[src/rtl/pakout.sv]
`default_nettype none
// ============================================================================
// Module   : pakout
// Brief    : Packet-to-chunk serialiser. Takes one PSZ-bit packet on a
//            four-phase receive channel and emits it MSB-first as NUM_CHK
//            CSZ-bit chunks, with a last flag, on a four-phase send channel.
// Revision : 1.0 - initial release
// ============================================================================

`ifndef NS_PACKET_SIZE
`define NS_PACKET_SIZE 32
`endif
`ifndef NS_DATA_SIZE
`define NS_DATA_SIZE 8
`endif

module pakout #(
    parameter int PSZ     = `NS_PACKET_SIZE,
    parameter int CSZ     = `NS_DATA_SIZE,
    parameter int CNT_WDH = 8
) (
    input  logic               gch_clk,
    input  logic               gch_reset,
    output logic               gch_ready,
    input  logic               rcv0_req,
    input  logic [PSZ-1:0]     rcv0_data,
    output logic               rcv0_ack,
    output logic               snd0_req,
    output logic [CSZ-1:0]     snd0_data,
    output logic               snd0_last,
    input  logic               snd0_ack,
    output logic [CNT_WDH-1:0] dbg_pkt_cnt
);

    localparam int NUM_CHK = (PSZ + CSZ - 1) / CSZ;
    localparam int IDX_W   = (NUM_CHK > 1) ? $clog2(NUM_CHK) : 1;
    localparam logic [IDX_W-1:0] C_LAST_IDX = IDX_W'(NUM_CHK - 1);

    typedef enum logic [2:0] {
        S_IDLE    = 3'd0,
        S_RCV_REL = 3'd1,
        S_SND_REQ = 3'd2,
        S_SND_ACK = 3'd3,
        S_SND_REL = 3'd4
    } state_t;

    state_t             r_state_q,  w_state_d;
    logic [PSZ-1:0]     r_pk_q,     w_pk_d;
    logic [IDX_W-1:0]   r_idx_q,    w_idx_d;
    logic               r_ready_q,  w_ready_d;
    logic               r_rack_q,   w_rack_d;
    logic               r_sreq_q,   w_sreq_d;
    logic [CSZ-1:0]     r_sdata_q,  w_sdata_d;
    logic               r_slast_q,  w_slast_d;
    logic [CNT_WDH-1:0] r_cnt_q,    w_cnt_d;

    always_comb begin
        w_state_d = r_state_q;
        w_pk_d    = r_pk_q;
        w_idx_d   = r_idx_q;
        w_ready_d = 1'b1;
        w_rack_d  = r_rack_q;
        w_sreq_d  = r_sreq_q;
        w_sdata_d = r_sdata_q;
        w_slast_d = r_slast_q;
        w_cnt_d   = r_cnt_q;

        case (r_state_q)
            S_IDLE: begin
                if (r_ready_q && rcv0_req) begin
                    w_pk_d    = rcv0_data;
                    w_rack_d  = 1'b1;
                    w_state_d = S_RCV_REL;
                end
            end
            // Upstream handshake closes completely before the first chunk.
            S_RCV_REL: begin
                if (!rcv0_req) begin
                    w_rack_d  = 1'b0;
                    w_idx_d   = '0;
                    w_state_d = S_SND_REQ;
                end
            end
            S_SND_REQ: begin
                w_sdata_d = r_pk_q[PSZ-1 -: CSZ];
                w_slast_d = (r_idx_q == C_LAST_IDX);
                w_sreq_d  = 1'b1;
                w_state_d = S_SND_ACK;
            end
            S_SND_ACK: begin
                if (snd0_ack) begin
                    w_sreq_d  = 1'b0;
                    w_state_d = S_SND_REL;
                end
            end
            S_SND_REL: begin
                if (!snd0_ack) begin
                    if (r_idx_q == C_LAST_IDX) begin
                        w_cnt_d   = r_cnt_q + CNT_WDH'(1);
                        w_slast_d = 1'b0;
                        w_state_d = S_IDLE;
                    end else begin
                        // Left shift also zero-fills the short final chunk.
                        w_pk_d    = r_pk_q << CSZ;
                        w_idx_d   = r_idx_q + IDX_W'(1);
                        w_state_d = S_SND_REQ;
                    end
                end
            end
            default: begin
                w_state_d = S_IDLE;
            end
        endcase
    end

    always_ff @(posedge gch_clk) begin
        if (gch_reset) begin
            r_state_q <= S_IDLE;
            r_pk_q    <= '0;
            r_idx_q   <= '0;
            r_ready_q <= 1'b0;
            r_rack_q  <= 1'b0;
            r_sreq_q  <= 1'b0;
            r_sdata_q <= '0;
            r_slast_q <= 1'b0;
            r_cnt_q   <= '0;
        end else begin
            r_state_q <= w_state_d;
            r_pk_q    <= w_pk_d;
            r_idx_q   <= w_idx_d;
            r_ready_q <= w_ready_d;
            r_rack_q  <= w_rack_d;
            r_sreq_q  <= w_sreq_d;
            r_sdata_q <= w_sdata_d;
            r_slast_q <= w_slast_d;
            r_cnt_q   <= w_cnt_d;
        end
    end

    assign gch_ready   = r_ready_q;
    assign rcv0_ack    = r_rack_q;
    assign snd0_req    = r_sreq_q;
    assign snd0_data   = r_sdata_q;
    assign snd0_last   = r_slast_q;
    assign dbg_pkt_cnt = r_cnt_q;

endmodule

`default_nettype wire

[config.mk]
export PLATFORM = sky130hd
export DESIGN_NAME = pakout
export DESIGN_NICKNAME = d
export VERILOG_FILES = /design/src/rtl/pakout.sv
export SDC_FILE = /design/constraint.sdc
export NUM_CORES = 1
export LEC_CHECK = 0
export BUFFER_PORTS_ARGS = -buffer_cell sky130_fd_sc_hd__buf_2
export CAP_MARGIN = 0
export CORE_MARGIN = 8
export CORE_UTILIZATION = 45
export DETAILED_ROUTE_END_ITERATION = 10
export PLACE_DENSITY_LB_ADDON = 0.05
export SYNTH_ARGS = -nofsm -noshare
export SYNTH_HDL_FRONTEND = slang
export SYNTH_SLANG_ARGS = --single-unit
[constraint.sdc]
create_clock -name gch_clk -period 1.7 [get_ports gch_clk]
set_input_delay 0.34 -clock gch_clk [delete_from_list [all_inputs] [get_ports gch_clk]]
set_output_delay 0.34 -clock gch_clk [all_outputs]
set_load 0.01 [all_outputs]
==> out/results.tsv, run 1 <==
metric	value	unit
outcome	complete, no violations	
antenna_found_initial	0	
grt_pass1_wl	10400	um
dp.cells	420	
yosys.area.top_type	dfxtp_1	
mostFrequentLayoutCell	nand2_1	
critPathRequiredTime	1.96	ns
post-place-ws	-0.0362	ns
finalSetupTns	0	ns
postSynthCellCount	299	
vias	2251	
skew	0.00585	ns
syn_area_per_cell	9.39	um^2
grt_start_max_net_pins	70	
ys_seq_area_share	40.6	%
startpoint_type	flop	
setup_viol	0	
dieArea	0.00902	mm^2
synth_area	0.00281	mm^2
wl_per_cell	14.3	um
grt-ovfl-total	0	
r2r-start	r_idx_q[0]	
initial_utilization	46.9	%
synth_area_leaders	dfxtp_1 (41%), mux2i_1 (15%), mux2_2 (11%)	
cts_hold_buf	0	
worst-path-max-fanout	8	
yosysTopAreaCellShare	40.6	%
critPathArrivalTime	1.93	ns
power.density	923	mW/mm^2
hold_viol_final	0	
cpPeakStageDelay	0.42	ns
crit_end	dbg_pkt_cnt[2]	
rr_endpoint	dbg_pkt_cnt[2]	
design.core.area	0.00599	mm^2
leakage	1.58	nW
via_per_inst	5.15	
cts_buffers	9	
drtIter0Drc	73	
yosysWarnings	0	
die_h	95.0	um
hold_path_class	in -> reg	
slew_viol_final	0	
area_delta_synth_final	23.2	%
postCtsSetupRepairBufs	0	
fin_crit	1.67	ns
cp-startpoint	r_idx_q[0]	
cts_tree	done	
diodes	0	
clk_latency	0.32	ns
synth_seq_cells	57	
fin_cells	437	
rows	28	
reg2reg_depth	5	
crit_chain	ha_4 > or3b_4 > buf_6 > or4_4 > a21oi_2	
setup_ws	0.0286	ns
io_pins	56	
maxCapViolations	0	
finalCritPeriodShare	98.3	%
io_buffers	55	
clkSinkCount	57	
rsz0062_at_grt	true	
synthesis.nets	337	
gp_congestion	0.747	
drc	0	
grt_usage	14.4	%
tightest_slew	0.389	ns
nets	395	
timing.fmax	598	MHz
ant_nets	0	
cts.clk_slew.worst_paths	0.07	ns
cpMaxStageDelayCell	or4_4	
p_total	3.19	mW
critical_path_class	reg -> reg	
routed_wl	6260	um
dpl-instance-area	0.00319	mm^2
firstDrtPassIters	4	
fin_area	0.00346	mm^2
r2r_slack	0.03	ns
dieWidth	95.0	um
grt_pass1_vias	2290	
cts-root-buf	clkbuf_8	
drive_above_1_share	34.3	%
cts_buffer_depth	2	
slew_headroom	74.0	%
htreeDepth	3	
layout_common_cells	nand2_1 (60), buf_2 (55), dfxtp_1 (54)	
ir_drop	589	uV
hpwl	4240	um
crit_path_end_kind	flop	
yosysUniqueCellTypes	42	
==> critical path, delay by kind of cell, from the launching register on <==
family / cells / cell delay [ns]
buf+inv: 1 / 0.15
simple gates: 2 / 0.83
compound gates: 1 / 0.14
flops: 1 / 0.35
fa+ha+maj: 1 / 0.15
==> synth_stat cells, drive strengths merged <==
cell    instances
nand2          60
dfxtp          57
mux2i          42
mux2           27
nor2           14
clkbuf         13
a21oi          10
buf            10
nand3b          9
nor3b           5
inv             4
nor2b           4
o21bai          4
o31ai           4
nand3           3
or3b            3
or4             3
a21boi          2
ha              2
nand2b          2
nor4            2
nor4b           2
o21a            2
o21ai           2
or3             2
a211o           1
a31oi           1
and2b           1
and4b           1
clkinv          1
nand4           1
nand4b          1
nor4bb          1
o211ai          1
o21ba           1
or2b            1
==> registers in the layout (all words and copies together), names as in the netlist <==
register,flops
r_state_q,3
snd0_data,8
snd0_last,1
gch_ready,1
snd0_req,1
dbg_pkt_cnt,8
r_pk_q,32
r_idx_q,2
rcv0_ack,1
==> through the flow <==
stage | hold WS (ns) | util, %
after floorplan | 0.431 | -
after global placement | 0.441 | 53.3
after detailed placement | 0.450 | 53.3
after CTS | 0.273 | 57.0
after global routing | 0.283 | 57.7
final | 0.289 | 57.7
==> cells by family after synthesis <==
family	synth area share [%]
and+or+nand+nor	20.6
muxes	25.8
DFF	40.6
AOI/OAI and AO/OA	6.51
buffers and inverters	5.53
adders and majority gates	0.891
==> where the power goes <==
part / total [mW] / internal [mW] / switching, mW
registers: 1.44 / 1.40 / 0.0397
clock network: 1.35 / 0.817 / 0.530
logic: 0.403 / 0.206 / 0.196
total: 3.19 / 2.43 / 0.766
==> worst min path at each step <==
stage,startpoint,end,slack (ns),depth (start not counted)
5_1_grt,rcv0_data[6],r_pk_q[6],0.28,3
6_report,rcv0_data[1],r_pk_q[1],0.29,3
4_1_cts,rcv0_data[1],r_pk_q[1],0.27,3
2_1_floorplan,r_pk_q[0],r_pk_q[0],0.43,2
3_3_place_gp,r_pk_q[14],r_pk_q[14],0.44,2
3_5_place_dp,r_pk_q[26],r_pk_q[26],0.45,2
==> routing by layer <==
| layer | wire, um | GRT usage [%] | part of all wire [%] |
|---|---|---|---|
| met5 | 0 | 0 | 0 |
| met4 | 81 | 6.24 | 1.3 |
| met3 | 336 | 4.52 | 5.4 |
| met2 | 2980 | 23.6 | 48 |
| met1 | 2860 | 16.9 | 46 |
==> final cells by class <==
class | count | area [um^2]
clock inverter | 6 | 82.6
sequential | 57 | 1140
tap | 75 | 93.8
multi-input combinational | 214 | 1540
timing repair buffer | 70 | 447
fill | 569 | 2530
inverter | 5 | 18.8
clock buffer | 10 | 128
==> repair_timing <==
action,in CTS,in global routing
cloned,0,1
gates resized for setup,3,5
endpoints found under the setup margin,23,26
pin swaps,0,2
Power figures use the tool's default switching activity.
==> run 2, diff against run 1 <==
--- a/config.mk
+++ b/config.mk
@@ -11,6 +11,7 @@
 export CORE_UTILIZATION = 45
 export DETAILED_ROUTE_END_ITERATION = 10
 export PLACE_DENSITY_LB_ADDON = 0.05
+export RECOVER_POWER = 100
 export SYNTH_ARGS = -nofsm -noshare
 export SYNTH_HDL_FRONTEND = slang
 export SYNTH_SLANG_ARGS = --single-unit
==> out/results.tsv, run 2 (synthesis results as in run 1) <==
metric	value	unit
outcome	complete, no violations	
ant_nets	0	
htreeDepth	3	
gp_congestion	0.747	
hold_viol_final	0	
wl_per_cell	14.4	um
clk_latency	0.32	ns
diodes	0	
worst-path-max-fanout	8	
fill_cells	578	
area_delta_synth_final	21.6	%
critPathRequiredTime	1.96	ns
crit_path_end_kind	flop	
dpl-instance-area	0.00319	mm^2
clkPwrFrac	42.3	%
p_switching	0.763	mW
seqPwrFrac	45.4	%
power.density	932	mW/mm^2
setup_viol	0	
grt_pass1_wl	10400	um
cts_buffer_depth	2	
rsz0062_at_grt	true	
swShare	24.0	%
slew_viol_final	0	
register_area	0.00114	mm^2
worst_hold_slack	0.288	ns
firstDrtPassIters	5	
ir_drop	587	uV
routed_wl	6280	um
vias	2256	
startpoint_type	flop	
antenna_found_initial	0	
cts.clk_slew.worst_paths	0.06	ns
dieWidth	95.0	um
grt_pass1_vias	2290	
finalCritPeriodShare	98.3	%
initial_utilization	46.9	%
p_total	3.18	mW
die_h	95.0	um
design.core.area	0.00599	mm^2
rows	28	
skew	0.00662	ns
cts_tree	done	
hpwl	4240	um
cts_buffers	9	
dieArea	0.00902	mm^2
grt_usage	14.4	%
cts-root-buf	clkbuf_8	
io_buffers	55	
tightest_slew	1.27	ns
setup_ws	0.0289	ns
layout_common_cells	nand2_1 (60), dfxtp_1 (54), mux2i_1 (42)	
post-place-ws	-0.0362	ns
multi_input_area	0.00154	mm^2
drive_above_1_share	27.9	%
hold_path_class	in -> reg	
maxCapViolations	0	
grt-ovfl-total	0	
via_per_inst	5.16	
critPathArrivalTime	1.93	ns
clkSinkCount	57	
largest_reg_flops	32	
leakage	1.48	nW
drc	0	
io_pins	56	
mostFrequentLayoutCell	nand2_1	
fin_crit	1.67	ns
drtIter0Drc	59	
fin_area	0.00341	mm^2
finalSetupTns	0	ns
r2r_slack	0.03	ns
nets	395	
power.internal	2.42	mW
timing.fmax	598	MHz
slew_headroom	15.5	%
p_comb_share	12.4	%
grt_start_max_net_pins	70	
critical_path_class	reg -> reg	
largest_register	r_pk_q	
==> run 2: per-stage QoR <==
step	utilization (%)	instances
2_1_floorplan	-	299
3_3_place_gp	53.3	420
3_5_place_dp	53.3	420
4_1_cts	57.0	436
5_1_grt	57.0	437
6_report	57.0	437
==> run 2: metal layers <==
metal / global-route usage, % / vias up / share of wire (%)
li1: - / 1143 / -
met1: 16.9 / 1058 / 46
met2: 23.6 / 48 / 47
met3: 4.52 / 7 / 5.5
met4: 6.24 / 0 / 1.3
met5: 0 / - / 0
==> run 2: path summary, 6_finish.rpt <==
kind / startpoint / end / cells past startpoint
max: r_idx_q[0] / dbg_pkt_cnt[2] / 5
min: rcv0_data[1] / r_pk_q[1] / 3
max reg2reg: r_idx_q[0] / dbg_pkt_cnt[2] / 5
min reg2reg: r_pk_q[26] / r_pk_q[26] / 2
==> run 2: layout make-up <==
cell class              instances  share of cell area, %
clock buffers                  10                   3.74
well taps                      75                   2.75
inverters                       5                  0.550
flip-flops and latches         57                   33.5
repair buffers                 70                   11.8
clock inverters                 6                   2.42
multi-input cells             214                   45.2
==> run 2: power groups by stage <==
stage | combinational (mW) | clock [mW] | sequential, mW
global placement | 0.402 | 0 | 1.47
CTS | 0.408 | 1.39 | 1.44
detailed placement | 0.405 | 0 | 1.47
floorplan | 0.296 | 0 | 1.47
finish | 0.394 | 1.34 | 1.44
global route | 0.437 | 1.46 | 1.45
==> run 2: worst max-delay path, stage by stage, from the launching register on <==
cell and delay, ns:
dfxtp_2 0.35, ha_4 0.15, or3b_4 0.41, buf_6 0.15, or4_4 0.42, a21oi_2 0.14
==> run 2: repair_timing <==
action | 4_1_cts | 5_1_grt
pin swaps | 0 | 2
buffers inserted | 0 | 0
cloned | 0 | 1
resized for setup | 3 | 5
hold buffers | 0 | 0
setup endpoints to repair | 23 | 26
==> run 3, diff against run 2 <==
--- a/config.mk
+++ b/config.mk
@@ -5,10 +5,10 @@
 export SDC_FILE = /design/constraint.sdc
 export NUM_CORES = 1
 export LEC_CHECK = 0
-export BUFFER_PORTS_ARGS = -buffer_cell sky130_fd_sc_hd__buf_2
+export BUFFER_PORTS_ARGS = -buffer_cell sky130_fd_sc_hd__buf_4
 export CAP_MARGIN = 0
 export CORE_MARGIN = 8
-export CORE_UTILIZATION = 45
+export CORE_UTILIZATION = 30
 export DETAILED_ROUTE_END_ITERATION = 10
 export PLACE_DENSITY_LB_ADDON = 0.05
 export RECOVER_POWER = 100
==> out/results.tsv, run 3 (synthesis results as in run 1) <==
metric	value	unit
htreeDepth	3	
cts.clk_slew.worst_paths	0.06	ns
drive_above_1_share	29.4	%
io_pins	56	
grt_start_max_net_pins	70	
hold_path_class	in -> reg	
finalSetupTns	0	ns
p_total	3.10	mW
tightest_slew	1.19	ns
antenna_found_initial	0	
crit_path_end_kind	flop	
grt-ovfl-total	0	
timing.fmax	592	MHz
cts_hold_buf	0	
finalCritPeriodShare	99.4	%
critical_path_class	reg -> reg	
skew	0.00514	ns
dpl-instance-area	0.00336	mm^2
outcome	complete, no violations	
postCtsSetupRepairBufs	0	
initial_utilization	30.7	%
fill_cells	937	
cts_buffers	9	
crit_family	simple AND/OR/NAND/NOR gates	
grt_pass1_vias	2180	
firstDrtPassIters	4	
die_h	113	um
slew_headroom	20.4	%
drc	0	
rows	35	
via_per_inst	4.68	
wl_per_cell	14.6	um
cts_buffer_depth	2	
critPathRequiredTime	1.96	ns
slew_viol_final	0	
nets	397	
hpwl	4590	um
mostFrequentLayoutCell	nand2_1	
startpoint_type	flop	
dieWidth	113	um
cts-root-buf	clkbuf_8	
cts_tree	done	
drtIter0Drc	65	
area_delta_synth_final	27.6	%
worst_hold_slack	0.264	ns
use_met1	13.0	%
grt_use_met3	4.58	%
fin_area	0.00358	mm^2
clk_latency	0.33	ns
grt_busiest_layer	met2	
crit_buf_inv	1	
largest_reg_flops	32	
dieArea	0.0127	mm^2
fin_crit	1.69	ns
rsz0062_at_grt	true	
power.density	866	mW/mm^2
diodes	0	
leakage	1.57	nW
setup_viol	0	
grt_use_met2	16.7	%
routed_wl	6960	um
grt_pass1_wl	11000	um
gp_congestion	0.724	
hold_viol_final	0	
grt_usage	10.7	%
cpPeakStageDelay	0.42	ns
cpMaxStageDelayCell	or3b_4	
clkSinkCount	57	
io_buffers	55	
ant_nets	0	
largest_register	r_pk_q	
crit_chain	ha_4 > or3b_4 > buf_4 > or4_4 > a21oi_2	
maxCapViolations	0	
worst-path-max-fanout	7	
design.core.area	0.00915	mm^2
vias	2222	
layout_common_cells	nand2_1 (60), dfxtp_1 (54), buf_4 (44)	
critPathArrivalTime	1.95	ns
ir_drop	330	uV
-- run 3: cell types whose count changed in the layout (fill, tap and decap cells not counted), sizes merged --
cell / change
clkbuf: +5
clkinv: -2
bufinv: -2
clkinvlp: -1
inv: +1
buf: +1
-- run 3: through the flow --
stage,util [%],setup slack (ns),cells
5_1_grt,39.2,-0.0164,475
6_report,39.2,0.0106,475
4_1_cts,38.9,-0.000259,472
3_5_place_dp,36.7,-0.0189,456
3_3_place_gp,36.7,0.0155,456
2_1_floorplan,-,0.0275,299
-- run 3: repair_timing --
item / in CTS / in global routing
gates cloned: 0 / 3
endpoints found under the hold margin: 0 / 0
pin swaps: 1 / 4
gates resized for setup: 2 / 11
endpoints found under the setup margin: 3 / 29
-- run 3: worst reg2reg max path, cell delays in order, from the launching register on --
cell and delay, ns:
dfxtp_2 0.35, ha_4 0.14, or3b_4 0.42, buf_4 0.17, or4_4 0.41, a21oi_2 0.13
-- run 3: final timing paths --
| kind | from | endpoint | slack, ns | cells past startpoint |
|---|---|---|---|---|
| setup / recovery | r_idx_q[1] | dbg_pkt_cnt[2] | 0.01 | 5 |
| hold / removal | gch_reset | rcv0_ack | 0.26 | 2 |
| setup reg to reg | r_idx_q[1] | dbg_pkt_cnt[2] | 0.01 | 5 |
| hold reg to reg | r_pk_q[5] | r_pk_q[5] | 0.46 | 2 |
-- run 3: layout make-up --
| cell class | count | area [um^2] | area share (%) |
|---|---|---|---|
| Clock inverter | 2 | 10.0 | 0.279 |
| Inverter | 5 | 18.8 | 0.524 |
| Multi-Input combinational cell | 214 | 1580 | 44.1 |
| Clock buffer | 14 | 183 | 5.10 |
| Sequential cell | 57 | 1140 | 31.9 |
| Tap cell | 111 | 139 | 3.88 |
| Timing Repair Buffer | 72 | 508 | 14.2 |
-- run 3: layer usage --
metal | part of all wire [%] | vias up | routed length, um
li1 | - | 1151 | -
met1 | 48 | 1020 | 3330
met2 | 45 | 44 | 3160
met3 | 5.5 | 7 | 385
met4 | 1.1 | 0 | 79
met5 | 0 | - | 0
-- run 3: report_power, final --
part	switching (mW)	internal (mW)
logic	0.218	0.240
clock network	0.522	0.684
registers	0.0340	1.40
total	0.774	2.33
